`src/rtl/ex_operand_stage.sv`:
```
// ex_operand_stage: DLX execute-stage operand selector.
// Decodes the incoming 7-bit control word at accept time and steers register,
// sign-extended immediate or shift-amount operands to the ALU. Valid/ready
// flow control uses an output register backed by one skid register, so
// in_ready can be registered without losing words.
// Optional feature macro: FWD_EN (write-back forwarding onto rs1/rs2).
module ex_operand_stage #(
  parameter int unsigned DATA_W  = 16,
  parameter int unsigned IMM_W   = 16,
  parameter int unsigned SHAMT_W = 5,
  parameter int unsigned ADDR_W  = 5
) (
  input  logic               clock,
  input  logic               reset,
  input  logic               in_valid,
  output logic               in_ready,
  input  logic [6:0]         control_in,
  input  logic [IMM_W-1:0]   imm,
  input  logic [DATA_W-1:0]  rs1_data,
  input  logic [DATA_W-1:0]  rs2_data,
`ifdef FWD_EN
  input  logic [ADDR_W-1:0]  rs1_addr,
  input  logic [ADDR_W-1:0]  rs2_addr,
  input  logic               wb_valid,
  input  logic [ADDR_W-1:0]  wb_addr,
  input  logic [DATA_W-1:0]  wb_data,
`endif
  output logic               out_valid,
  input  logic               out_ready,
  output logic [2:0]         operation,
  output logic [2:0]         opselect,
  output logic [DATA_W-1:0]  aluin1,
  output logic [DATA_W-1:0]  aluin2,
  output logic [SHAMT_W-1:0] shift_number,
  output logic               enable_arith,
  output logic               enable_shift
);

  localparam logic [2:0] OpShiftReg   = 3'b000;
  localparam logic [2:0] OpArithLogic = 3'b001;
  localparam logic [2:0] OpMemRead    = 3'b101;

  typedef struct packed {
    logic [2:0]         operation;
    logic [2:0]         opselect;
    logic [DATA_W-1:0]  aluin1;
    logic [DATA_W-1:0]  aluin2;
    logic [SHAMT_W-1:0] shamt;
    logic               arith;
    logic               shift;
  } word_t;

  logic               accept;
  logic               drain;
  logic [DATA_W-1:0]  rs1_eff;
  logic [DATA_W-1:0]  rs2_eff;
  logic [DATA_W-1:0]  imm_sext;
  word_t              dec_word;

  logic               in_ready_q, in_ready_d;
  logic               out_valid_q, out_valid_d;
  word_t              out_word_q, out_word_d;
  logic               skid_valid_q, skid_valid_d;
  word_t              skid_word_q, skid_word_d;
  logic [DATA_W-1:0]  last_aluin2_q;
  logic [SHAMT_W-1:0] last_shamt_q;

  assign accept = in_valid & in_ready_q;
  assign drain  = out_valid_q & out_ready;

  // Source operand selection, with optional write-back forwarding.
`ifdef FWD_EN
  always_comb begin
    rs1_eff = rs1_data;
    rs2_eff = rs2_data;
    if (wb_valid && (wb_addr != '0)) begin
      if (wb_addr == rs1_addr) rs1_eff = wb_data;
      if (wb_addr == rs2_addr) rs2_eff = wb_data;
    end
  end
`else
  logic [ADDR_W-1:0] unused_addr;
  assign unused_addr = '0;
  assign rs1_eff = rs1_data;
  assign rs2_eff = rs2_data;
`endif

  // Sign-extend the immediate; upper fill is overwritten when widths match.
  always_comb begin
    imm_sext = {DATA_W{imm[IMM_W-1]}};
    imm_sext[IMM_W-1:0] = imm;
  end

  // Decode the current control word; unselected fields carry the previous word's values.
  always_comb begin
    dec_word.operation = control_in[6:4];
    dec_word.opselect  = control_in[2:0];
    dec_word.aluin1    = rs1_eff;
    dec_word.aluin2    = last_aluin2_q;
    dec_word.shamt     = last_shamt_q;
    dec_word.arith     = 1'b0;
    dec_word.shift     = 1'b0;
    case (control_in[2:0])
      OpArithLogic: begin
        dec_word.aluin2 = control_in[3] ? imm_sext : rs2_eff;
        dec_word.arith  = 1'b1;
      end
      OpMemRead: begin
        if (control_in[3]) begin
          dec_word.aluin2 = rs2_eff;
          dec_word.arith  = 1'b1;
        end
      end
      OpShiftReg: begin
        dec_word.shift = 1'b1;
        dec_word.shamt = imm[2] ? rs2_eff[SHAMT_W-1:0] : imm[6+SHAMT_W-1:6];
      end
      default: ;
    endcase
  end

  // Output/skid next state: skid fills only when the output register is stalled.
  always_comb begin
    out_valid_d  = out_valid_q;
    out_word_d   = out_word_q;
    skid_valid_d = skid_valid_q;
    skid_word_d  = skid_word_q;
    if (skid_valid_q) begin
      // in_ready is low here, so no accept can coincide.
      if (drain) begin
        out_word_d   = skid_word_q;
        skid_valid_d = 1'b0;
      end
    end else if (accept) begin
      if (!out_valid_q || drain) begin
        out_valid_d = 1'b1;
        out_word_d  = dec_word;
      end else begin
        skid_valid_d = 1'b1;
        skid_word_d  = dec_word;
      end
    end else if (drain) begin
      out_valid_d = 1'b0;
    end
    in_ready_d = ~skid_valid_d;
  end

  // State registers with synchronous reset.
  always_ff @(posedge clock) begin
    if (reset) begin
      in_ready_q    <= 1'b1;
      out_valid_q   <= 1'b0;
      out_word_q    <= '0;
      skid_valid_q  <= 1'b0;
      skid_word_q   <= '0;
      last_aluin2_q <= '0;
      last_shamt_q  <= '0;
    end else begin
      in_ready_q   <= in_ready_d;
      out_valid_q  <= out_valid_d;
      out_word_q   <= out_word_d;
      skid_valid_q <= skid_valid_d;
      skid_word_q  <= skid_word_d;
      if (accept) begin
        last_aluin2_q <= dec_word.aluin2;
        last_shamt_q  <= dec_word.shamt;
      end
    end
  end

  assign in_ready     = in_ready_q;
  assign out_valid    = out_valid_q;
  assign operation    = out_word_q.operation;
  assign opselect     = out_word_q.opselect;
  assign aluin1       = out_word_q.aluin1;
  assign aluin2       = out_word_q.aluin2;
  assign shift_number = out_word_q.shamt;
  assign enable_arith = out_word_q.arith & out_valid_q;
  assign enable_shift = out_word_q.shift & out_valid_q;

endmodule

```
`config.mk`:
```
export PLATFORM = sky130hd
export DESIGN_NAME = ex_operand_stage
export DESIGN_NICKNAME = d
export VERILOG_FILES = /design/src/rtl/ex_operand_stage.sv
export SDC_FILE = /design/constraint.sdc
export NUM_CORES = 1
export LEC_CHECK = 0
export BUFFER_PORTS_ARGS = -buffer_cell sky130_fd_sc_hd__buf_2
export CAP_MARGIN = 5
export CELL_PAD_IN_SITES_DETAIL_PLACEMENT = 0
export CELL_PAD_IN_SITES_GLOBAL_PLACEMENT = 1
export CORE_UTILIZATION = 45
export CTS_CLUSTER_DIAMETER = 60
export DETAILED_ROUTE_END_ITERATION = 8
export GPL_TIMING_DRIVEN = 0
export PLACE_DENSITY_LB_ADDON = 0.12
export SYNTH_ARGS = -nofsm -noshare
export SYNTH_HDL_FRONTEND = slang
export SYNTH_SLANG_ARGS = --single-unit
```
`constraint.sdc`:
```
create_clock -name clock -period 3.25 [get_ports clock]
set_clock_uncertainty 0.05 [all_clocks]
set_input_delay 0.1625 -clock clock [delete_from_list [all_inputs] [get_ports clock]]
set_output_delay 0.1625 -clock clock [all_outputs]
set_load 0.05 [all_outputs]
```
# Yosys cells after proc, flatten, opt, wreduce, memory -nomap -nowiden
# Index checks and enable logic that the tools add are counted.
# word_totals
reg_bits	114
inputBits	59
out_inout_bits	47
wordCells	58
# classes
eq_ne	4
mux	19
bitwise	7
reduce_logical	9
# op_table
cell	n
$mux 45	4
$mux 16	2
$pmux 16 s2	1
$mux 5	2
$mux 1	9
$reduce_and 3->1	3
$reduce_bool 2->1	3
$and 1x1->1	4
$eq 3x1->1 const B	1
$eq 3x3->1 const B	1
$logic_not 3->1	1
$not 1->1	3
$ne 2x1->1 const B	1
$ne 2x2->1 const B	1
$pmux 1 s2	1
$logic_not 1->1	1
$logic_or 1x1->1	1

# Logic depth before layout (Yosys ltp)
# Gate-level depths: netlist of run 1.
# logic_depth
word_depth	6
mapped_depth	7
depth_no_buf	4

# Worst setup path before layout of run 1
# OpenSTA, ideal clock, no wires.
# synth_timing
kind	flip-flop to flip-flop
from	reg out_valid_q (netlist: out_valid)
to	reg out_word_q, in the netlist aluin2[10]
t_arrival_ps	1843
required_ps	3127
path_slack_ps	1284
path_stages_with_launch	8
synth_period_minus_slack_ps	1966
path_cell_list	dfxtp_1 -> and2_1 -> buf_6 -> o22ai_4 -> or3_1 -> buf_2 -> buf_6 -> o211ai_2
# synth_via
elab_chain_len	4
# synth_lines
element	line	source
start: declaration	61	logic out_valid_q, out_valid_d;
start signal: assignment	160	out_valid_q <= out_valid_d;
$and 1x1->1 / $logic_not 1->1 (equally long branches)	69, 135	
$logic_or 1x1->1	135	if (!out_valid_q || drain) begin
$reduce_bool 2->1 (no line)	-	
$reduce_and 3->1 (no line) (*)	-	
end signal: assignment	161	out_word_q <= out_word_d;
end: declaration	62	word_t out_word_q, out_word_d;
# Every way passes the cells marked *; elsewhere a longest branch is shown, timed or not.
# A chain may end at the register's enable or synchronous reset.

# Worst setup path in the final report of run 1
# layout_timing
from	reg in_ready_q (netlist: in_ready)
to	reg last_aluin2_q[7]
# layout_via
elab_chain_len	1
# layout_lines
element	line	source
start: declaration	60	logic in_ready_q, in_ready_d;
start signal: assignment	159	in_ready_q <= in_ready_d;
$and 1x1->1	68	assign accept = in_valid & in_ready_q;
end signal: assignment	165	last_aluin2_q <= dec_word.aluin2;
end: declaration	65	logic [DATA_W-1:0] last_aluin2_q;
# No other way between the ends.

==> results of run 1 <==
==> metal layers <==
metal  wire length [um]  GRT usage  vias to the layer above
met3                857     0.0589                       23
met4                282      0.109                        0
met2               7370      0.407                      141
met5                  0          0                        -
li1                   -          -                     2496
met1               6890      0.317                     2373
==> cell usage in the layout (no fill, tap or decap), drive strengths merged, types with 2 or more instances in the layout <==
cell / n
nor3: 5
nor2b: 2
nand4b: 15
nor2: 63
o211ai: 15
mux2: 26
dfxtp: 114
o22ai: 31
a211oi: 60
nand2: 71
buf: 167
or3: 3
a21oi: 39
nand3: 3
mux2i: 28
nand2b: 17
a21o: 15
clkbuf: 64
nand3b: 16
and2: 4
dlygate4sd3: 21
==> Yosys cell counts (all sizes together) <==
cell type,number
a211oi,60
mux2i,28
nand3,3
a21oi,39
or3,3
and2,4
o32a,1
o22a,1
or3b,1
dfxtp,114
nand4b,15
inv,1
o22ai,31
nor2,63
o211ai,15
buf,64
nand2b,17
nor3,5
nand3b,16
nand2,71
clkbuf,37
o21bai,1
a21o,15
mux2,26
nor2b,2
==> power by group through the flow <==
stage / Combinational (mW) / Sequential, mW / Clock, mW
after detailed placement: 0.858 / 1.58 / 0
after global routing: 0.942 / 1.57 / 1.71
after floorplan: 0.649 / 1.57 / 0
after CTS: 0.880 / 1.55 / 1.64
final: 0.878 / 1.56 / 1.62
after global placement: 0.848 / 1.58 / 0
==> critical path, stage by stage, from the launching register on <==
cell and delay, ns:
dfxtp_1 0.36, and2_1 0.24, clkbuf_1 0.41, clkbuf_1 0.47, nor2_1 0.08, a211oi_1 0.24
==> cell type report <==
class,instances,area (um^2)
timing repair buffer,124,726
fill,1115,5040
multi-input combinational,417,2700
clock buffer,27,503
sequential,114,2280
buffer,101,591
inverter,1,3.75
tap,168,210
==> cell families after synthesis <==
group / synth area share
AOI/OAI and AO/OA: 0.207
buffers and inverters: 0.107
muxes: 0.103
and+or+nand+nor: 0.175
DFF: 0.409
==> per-stage QoR <==
stage | power, mW | cells | hold slack (ns)
2_1_floorplan | 2.22 | 633 | 0.248
3_3_place_gp | 2.43 | 904 | 0.365
3_5_place_dp | 2.44 | 904 | 0.374
4_1_cts | 4.08 | 952 | 0.0491
5_1_grt | 4.22 | 952 | 0.102
6_report | 4.05 | 952 | 0.0595
==> sequential cells by signal, summed over array words and instances, names as in the netlist <==
register,count
last_shamt_q,5
shift_number,5
out_word_q,2
skid_valid_q,1
aluin2,16
opselect,3
aluin1,16
operation,3
in_ready,1
last_aluin2_q,16
out_valid,1
skid_word_q,45
==> worst max path at each step <==
stage                           startpoint  slack (ns)  cells past startpoint                             end
floorplan           out_valid$_SDFFE_PP0P_        1.28                      7         aluin2[10]$_SDFFE_PP0P_
global placement       in_ready$_SDFF_PP1_        1.38                      5  last_aluin2_q[12]$_SDFFE_PP0P_
detailed placement     in_ready$_SDFF_PP1_        1.31                      5   last_aluin2_q[8]$_SDFFE_PP0P_
CTS                    in_ready$_SDFF_PP1_        1.29                      5   last_aluin2_q[8]$_SDFFE_PP0P_
global route        out_valid$_SDFFE_PP0P_        1.15                      5    skid_word_q[16]$_SDFFE_PP0P_
finish                 in_ready$_SDFF_PP1_        1.30                      5   last_aluin2_q[7]$_SDFFE_PP0P_
==> impl_metrics.env, run 1 <==
export IMPL_die_width_um=113
export IMPL_period_share=0.600
export IMPL_layout_setup_ws_ns=1.30
export IMPL_crit_arrival_ns=2.22
export IMPL_worstPathRequired_ns=3.52
export IMPL_p_sw_frac=0.295
export IMPL_reg2reg_depth=5
export IMPL_port_buffers=103
export IMPL_end_kind="flip-flop"
export IMPL_r2r_end="last_aluin2_q[7]$_SDFFE_PP0P_"
export IMPL_cts_root_buf="clkbuf_16"
export IMPL_synth_largest_area_cell="dfxtp_1"
export IMPL_p_sw_mw=1.19
export IMPL_initial_utilization=0.463
export IMPL_timing_rr_start="in_ready$_SDFF_PP1_"
export IMPL_synthTopCellsByArea="dfxtp_1 41%, a211oi_1 8.1%, buf_4 6.2%, mux2_2 5.2%, mux2i_1 5.0%"
export IMPL_die_area_mm2=0.0129
export IMPL_rsz0062_at_grt="false"
export IMPL_hold_end="out_valid$_SDFFE_PP0P_"
export IMPL_globalRouteTotalUtil=0.250
export IMPL_drt_initial_drc_count=241
export IMPL_core_mm2=0.0121
export IMPL_yosysTopAreaCellShare=0.409
export IMPL_num_vias=5033
export IMPL_leakagePower_nw=2.81
export IMPL_cts_sinks=114
export IMPL_layout_drive_gt1_share=0.288
export IMPL_hold_depth=4
export IMPL_setup_viol=0
export IMPL_synth_cell_types=31
export IMPL_rrSetupSlack_ns=1.30
export IMPL_worst_pin_slew_ns=0.832
export IMPL_vdd_drop_max_v=0.000335
export IMPL_ys_warnings_count=0
export IMPL_drtAntennaViolNets=0
export IMPL_fin_nets=835
export IMPL_clk_path_buf_depth=2
export IMPL_worst_setup_path_start_kind="flip-flop"
export IMPL_p_int_mw=2.86
export IMPL_hp_start="out_ready"
export IMPL_hold_class="in2reg"
export IMPL_htree_levels=4
export IMPL_drv_slew=0
export IMPL_gp_congestion=0.809
export IMPL_crit_fanout=10
export IMPL_antenna_found_initial=0
export IMPL_finalHoldViolCount=0
export IMPL_cts_buffers=17
export IMPL_die_y_um=113
export IMPL_pin_count=106
export IMPL_postSynthAreaPerCell_um2=8.82
export IMPL_powerDensity_mw_per_mm2=577
export IMPL_ys_seq_elements=114
export IMPL_fmax_mhz=513
export IMPL_syn_num_nets=692
export IMPL_clkLatencyLatePin_ns=0.42
export IMPL_cts_setup_buffers=0
export IMPL_drt_wl_total_um=15400
export IMPL_path_class="reg2reg"
export IMPL_relSlewSlack=0.446
export IMPL_syn_to_final_growth_pct=25.8
export IMPL_route_detailed_drc=0
export IMPL_fp_row_count=40
export IMPL_wl_per_cell_um=16.2
export IMPL_path_clk_slew_ns=0.05
export IMPL_n_antenna_cell=0
export IMPL_ctsResizeCount=0
export IMPL_ys_seq_area_frac=0.409
export IMPL_synth_cells=633
export IMPL_cts_hold_buf=21
export IMPL_grt_pass1_wl_um=24600
export IMPL_first_pass_iters=6
export IMPL_dp_hpwl_um=10900
export IMPL_power_frac_comb=0.217
export IMPL_grt_pass1_vias=4846
export IMPL_min_period_ns=1.95
export IMPL_synthesis_area_mm2=0.00558
export IMPL_post_drt_via_cell_ratio=5.29
export IMPL_placed_area_mm2=0.00631
export IMPL_seqPwrFrac=0.384
export IMPL_overflow=0
export IMPL_fin_util=0.582
export IMPL_tns_ns=0
export IMPL_cts_tree="built"
export IMPL_status="finished clean"
export IMPL_pre_cts_ws_ns=1.31
export IMPL_stdcell_area_mm2=0.00702
export IMPL_p_clk_frac=0.399
export IMPL_grt_max_degree=17
export IMPL_cap_violations=0
No activity file was read; power rests on OpenSTA's default activity.
==> inputs of run 2 (changes only) <==
- CORE_UTILIZATION: 45 -> 42
- clock period: 3.25 -> 1.89 ns (I/O delays scaled with it)
==> run 2 against run 1 <==
Clock power up 110%. Largest cell class unchanged. Largest power group unchanged. Critical endpoint is now skid_word_q[20]$_SDFFE_PP0P_. Critical path depth up 3. Sequential cell count did not move. Worst setup slack worse by 1.2 ns.
==> impl_metrics.env, run 2 (synthesis gave the netlist of run 1 again) <==
export IMPL_p_int_mw=5.51
export IMPL_cts_setup_buffers=0
export IMPL_p_sw_mw=2.17
export IMPL_fin_nets=835
export IMPL_slowest_stage="dlygate4sd3_1"
export IMPL_gp_congestion=0.867
export IMPL_crit_fanout=10
export IMPL_initial_utilization=0.437
export IMPL_largest_reg_flops=45
export IMPL_pin_count=106
export IMPL_fp_row_count=41
export IMPL_path_clk_slew_ns=0.05
export IMPL_htree_levels=4
export IMPL_top_register="skid_word_q"
export IMPL_grt_max_degree=17
export IMPL_hold_class="in2reg"
export IMPL_dp_hpwl_um=11100
export IMPL_worstPathRequired_ns=2.11
export IMPL_final_cell_mix="113 x buf_2, 113 x dfxtp_1, 71 x nand2_1"
export IMPL_period_share=0.959
export IMPL_end_kind="flip-flop"
export IMPL_clk_path_buf_depth=2
export IMPL_worst_setup_path_start_kind="primary input"
export IMPL_cts_sinks=114
export IMPL_port_buffers=103
export IMPL_worst_pin_slew_ns=0.789
export IMPL_cts_root_buf="clkbuf_16"
export IMPL_num_vias=5067
export IMPL_hold_depth=4
export IMPL_path_cells="dlygate4sd3_1 -> buf_2 -> or3b_2 -> buf_2 -> buf_6 -> o22ai_1 -> a21o_1 -> a211oi_1"
export IMPL_crit_arrival_ns=2.03
export IMPL_seqCellArea_mm2=0.00228
export IMPL_drt_initial_drc_count=241
export IMPL_post_drt_via_cell_ratio=5.27
export IMPL_wl_per_cell_um=16.3
export IMPL_cts_buffers=17
export IMPL_cts_tree="built"
export IMPL_drv_slew=0
export IMPL_r2r_end="aluin2[14]$_SDFFE_PP0P_"
export IMPL_die_area_mm2=0.0138
export IMPL_hp_start="control_in[2]"
export IMPL_setup_viol=0
export IMPL_p_sw_frac=0.282
export IMPL_grt_pass1_vias=4867
export IMPL_crit_top_cell="buf_2"
export IMPL_core_mm2=0.0128
export IMPL_tns_ns=0
export IMPL_timing_rr_start="out_valid$_SDFFE_PP0P_"
export IMPL_finalHoldViolCount=0
export IMPL_die_y_um=117
export IMPL_layout_setup_ws_ns=0.0781
export IMPL_reg2reg_depth=7
export IMPL_overflow=0
export IMPL_syn_to_final_growth_pct=28.9
export IMPL_p_clk_frac=0.454
export IMPL_hold_end="skid_word_q[0]$_SDFFE_PP0P_"
export IMPL_stdcell_area_mm2=0.00719
export IMPL_fillerInstances=1193
export IMPL_drtAntennaViolNets=0
export IMPL_multi_input_area_mm2=0.00270
export IMPL_rrSetupSlack_ns=0.11
export IMPL_relSlewSlack=0.474
export IMPL_power_frac_comb=0.198
export IMPL_dp_cells=908
export IMPL_pre_cts_ws_ns=0.00736
export IMPL_status="finished clean"
export IMPL_die_width_um=117
export IMPL_n_antenna_cell=0
export IMPL_min_period_ns=1.81
export IMPL_layout_drive_gt1_share=0.311
export IMPL_fmax_mhz=552
export IMPL_first_pass_iters=5
export IMPL_placed_area_mm2=0.00631
export IMPL_powerDensity_mw_per_mm2=1070
export IMPL_vdd_drop_max_v=0.000685
export IMPL_power_total_mw=7.68
export IMPL_rsz0062_at_grt="false"
export IMPL_leakagePower_nw=2.91
export IMPL_drt_wl_total_um=15700
export IMPL_antenna_found_initial=0
export IMPL_stdcell_count=961
export IMPL_max_stage_delay_ns=0.53
export IMPL_seqPwrFrac=0.348
export IMPL_clkLatencyLatePin_ns=0.41
export IMPL_globalRouteTotalUtil=0.237
export IMPL_grt_pass1_wl_um=24300
export IMPL_cap_violations=0
export IMPL_route_detailed_drc=0
export IMPL_path_class="in2reg"
## run 2: changes by cell type in the layout (fill, tap and decap cells not counted), sizes merged
cell	delta
bufinv	+4
dlygate4sd3	+1
clkinv	+5
buf	-2
clkbuf	-4
clkinvlp	+1
## run 2: power by group through the flow
stage          Combinational [mW]  Clock [mW]  Sequential (mW)
5_1_grt                      1.64        3.63             2.69
4_1_cts                      1.52        3.53             2.67
3_5_place_dp                 1.48           0             2.72
6_report                     1.52        3.48             2.67
2_1_floorplan                1.12           0             2.70
3_3_place_gp                 1.46           0             2.71
## run 2: worst max path at each step
stage	start	end	slack [ns]	cells past startpoint
final	control_in[1]	skid_word_q[20]$_SDFFE_PP0P_	0.08	8
after floorplan	in_ready$_SDFF_PP1_	last_aluin2_q[10]$_SDFFE_PP0P_	0.02	5
after detailed placement	in_ready$_SDFF_PP1_	last_aluin2_q[6]$_SDFFE_PP0P_	0.007	5
after CTS	out_valid$_SDFFE_PP0P_	opselect[1]$_SDFFE_PP0P_	0.02	6
after global routing	control_in[1]	skid_word_q[17]$_SDFFE_PP0P_	0.003	8
after global placement	in_ready$_SDFF_PP1_	last_aluin2_q[6]$_SDFFE_PP0P_	0.07	5
## run 2: layer usage
layer,vias up,routed length (um),global-route usage
li1,2510,-,-
met3,18,738,0.0479
met4,0,243,0.0945
met5,-,0,0
met1,2403,7520,0.309
met2,136,7150,0.382
## run 2: final cells by class
| type | count | share of cell area |
|---|---|---|
| multi-input cells | 417 | 0.376 |
| flip-flops and latches | 114 | 0.318 |
| repair buffers | 125 | 0.103 |
| plain buffers | 100 | 0.0835 |
| clock buffers | 22 | 0.0687 |
| well taps | 172 | 0.0299 |
| clock inverters | 10 | 0.0212 |
| inverters | 1 | 0.000522 |
## run 2: through the flow
step / hold slack [ns] / utilization
after detailed placement: 0.302 / 0.494
after global routing: 0.0759 / 0.563
after CTS: 0.0195 / 0.562
after floorplan: 0.180 / -
after global placement: 0.295 / 0.494
final: 0.0358 / 0.563
## run 2: repair_timing
item / in CTS / in global routing
hold buffers: 22 / 0
endpoints found under the hold margin: 38 / 0
pin swaps: 0 / 0
endpoints found under the setup margin: 3 / 44
resized for setup: 1 / 15
## run 2: critical path, delay by kind of cell
| family | cells | cell delay, ns |
|---|---|---|
| simple gates | 1 | 0.43 |
| compound gates | 3 | 0.46 |
| buf+inv | 4 | 1.02 |
==> inputs of run 3 (changes only) <==
- PLACE_DENSITY: not set -> 0.89
- PLACE_DENSITY_LB_ADDON: 0.12 -> not set
==> run 3 against run 2 <==
Worst setup slack got worse by 0.017 ns. Via count is 1.6% higher. Maximum frequency decreased by 0.95%. Combinational power is essentially flat. Sequential power barely moved. Critical path depth stayed put. Critical path type unchanged. Critical endpoint is now skid_word_q[13]$_SDFFE_PP0P_. Largest power group unchanged.
==> impl_metrics.env, run 3 (synthesis gave the netlist of run 1 again) <==
export IMPL_grt_max_degree=17
export IMPL_die_y_um=117
export IMPL_crit_fanout=10
export IMPL_powerDensity_mw_per_mm2=1070
export IMPL_hp_start="control_in[2]"
export IMPL_path_class="in2reg"
export IMPL_top_register="skid_word_q"
export IMPL_hold_class="in2reg"
export IMPL_end_kind="flip-flop"
export IMPL_globalRouteTotalUtil=0.240
export IMPL_layout_setup_ws_ns=0.0606
export IMPL_layout_drive_gt1_share=0.312
export IMPL_hold_end="skid_word_q[0]$_SDFFE_PP0P_"
export IMPL_die_area_mm2=0.0138
export IMPL_cts_root_buf="clkbuf_16"
export IMPL_drt_initial_drc_count=419
export IMPL_crit_top_cell="buf_2"
export IMPL_die_width_um=117
export IMPL_path_clk_slew_ns=0.05
export IMPL_cts_sinks=114
export IMPL_fmax_mhz=547
export IMPL_status="finished clean"
export IMPL_clk_path_buf_depth=2
export IMPL_port_buffers=103
export IMPL_post_drt_via_cell_ratio=5.36
export IMPL_worst_setup_path_start_kind="primary input"
export IMPL_cts_setup_buffers=0
export IMPL_initial_utilization=0.437
export IMPL_reg2reg_depth=7
export IMPL_pre_cts_ws_ns=0.0405
export IMPL_vdd_drop_max_v=0.000580
export IMPL_fp_row_count=41
export IMPL_fin_util=0.565
export IMPL_grt_pass1_vias=5056
export IMPL_n_antenna_cell=0
export IMPL_r2r_end="aluin2[14]$_SDFFE_PP0P_"
export IMPL_finalHoldViolCount=0
export IMPL_grt_pass1_wl_um=24800
export IMPL_drt_wl_total_um=15800
export IMPL_antenna_found_initial=0
export IMPL_power_total_mw=7.75
export IMPL_seqPwrFrac=0.345
export IMPL_leakagePower_nw=2.89
export IMPL_cap_violations=0
export IMPL_overflow=0
export IMPL_pin_count=106
export IMPL_p_sw_frac=0.284
export IMPL_final_common_cell="buf_2"
export IMPL_cts_buffers=17
export IMPL_htree_levels=4
export IMPL_p_sw_mw=2.20
export IMPL_largest_reg_flops=45
export IMPL_first_pass_iters=5
export IMPL_path_cells="dlygate4sd3_1 -> buf_2 -> or3b_2 -> buf_2 -> buf_6 -> o22ai_1 -> a21o_1 -> a211oi_1"
export IMPL_setup_viol=0
export IMPL_core_mm2=0.0128
export IMPL_period_share=0.968
export IMPL_worst_pin_slew_ns=0.748
export IMPL_crit_start="control_in[1]"
export IMPL_timing_rr_start="out_valid$_SDFFE_PP0P_"
export IMPL_crit_arrival_ns=2.05
export IMPL_slowest_stage="dlygate4sd3_1"
export IMPL_drtAntennaViolNets=0
export IMPL_drv_slew=0
export IMPL_max_stage_delay_ns=0.53
export IMPL_p_clk_frac=0.458
export IMPL_worstPathRequired_ns=2.11
export IMPL_syn_to_final_growth_pct=29.3
export IMPL_fin_nets=835
export IMPL_cts_tree="built"
export IMPL_wl_per_cell_um=16.4
export IMPL_p_int_mw=5.55
export IMPL_gp_congestion=0.814
export IMPL_power_frac_comb=0.197
export IMPL_clkLatencyLatePin_ns=0.41
export IMPL_dp_hpwl_um=11100
export IMPL_hold_depth=4
export IMPL_tns_ns=0
export IMPL_min_period_ns=1.83
export IMPL_final_cell_mix="115 x buf_2, 113 x dfxtp_1, 71 x nand2_1"
export IMPL_relSlewSlack=0.501
export IMPL_num_vias=5150
export IMPL_route_detailed_drc=0
export IMPL_rrSetupSlack_ns=0.10
## run 3: final cells by class
cell class	instances	area, um^2
clock buffers	19	453
fillers	1144	5560
well taps	172	215
inverters	1	3.75
flip-flops and latches	114	2280
clock inverters	13	208
repair buffers	125	736
multi-input cells	417	2720
plain buffers	100	594
## run 3: layer usage
metal	vias to the layer above	global-route usage	routed length, um	share of wire
met5	-	0	0	0
met4	0	0.0996	250	0.016
met3	21	0.0700	1070	0.068
met2	161	0.395	7760	0.49
met1	2460	0.293	6710	0.42
li1	2508	-	-	-
## run 3: power groups by stage
stage / sequential (mW) / clock [mW] / combinational (mW)
floorplan: 2.70 / 0 / 1.12
global placement: 2.71 / 0 / 1.45
detailed placement: 2.72 / 0 / 1.47
CTS: 2.67 / 3.58 / 1.52
global route: 2.70 / 3.70 / 1.64
finish: 2.68 / 3.55 / 1.53
## run 3: what timing repair did
item | 4_1_cts | 5_1_grt
endpoints found under the hold margin | 38 | 0
hold buffers | 22 | 0
setup endpoints to repair | 0 | 33
resized for setup | 0 | 14
## run 3: stage by stage
step | std cells | instance area, um^2 | hold WS, ns
3_3_place_gp | 908 | 6310 | 0.298
2_1_floorplan | 633 | 5580 | 0.180
5_1_grt | 961 | 7210 | 0.0535
6_report | 961 | 7210 | 0.0369
3_5_place_dp | 908 | 6310 | 0.303
4_1_cts | 962 | 7190 | 0.00846
## run 3: worst max-delay path, delay by kind of cell
family | cells | cell delay [ns]
buffers and inverters | 4 | 1.04
and+or+nand+nor | 1 | 0.44
AOI/OAI and AO/OA | 3 | 0.46
## run 3: how the worst max path moves through the flow
stage          slack, ns                        endpoint
6_report            0.06    skid_word_q[13]$_SDFFE_PP0P_
3_5_place_dp        0.04  last_aluin2_q[14]$_SDFFE_PP0P_
2_1_floorplan       0.02  last_aluin2_q[10]$_SDFFE_PP0P_
4_1_cts             0.01  last_aluin2_q[14]$_SDFFE_PP0P_
3_3_place_gp        0.10  last_aluin2_q[11]$_SDFFE_PP0P_
5_1_grt           -0.003    skid_word_q[19]$_SDFFE_PP0P_
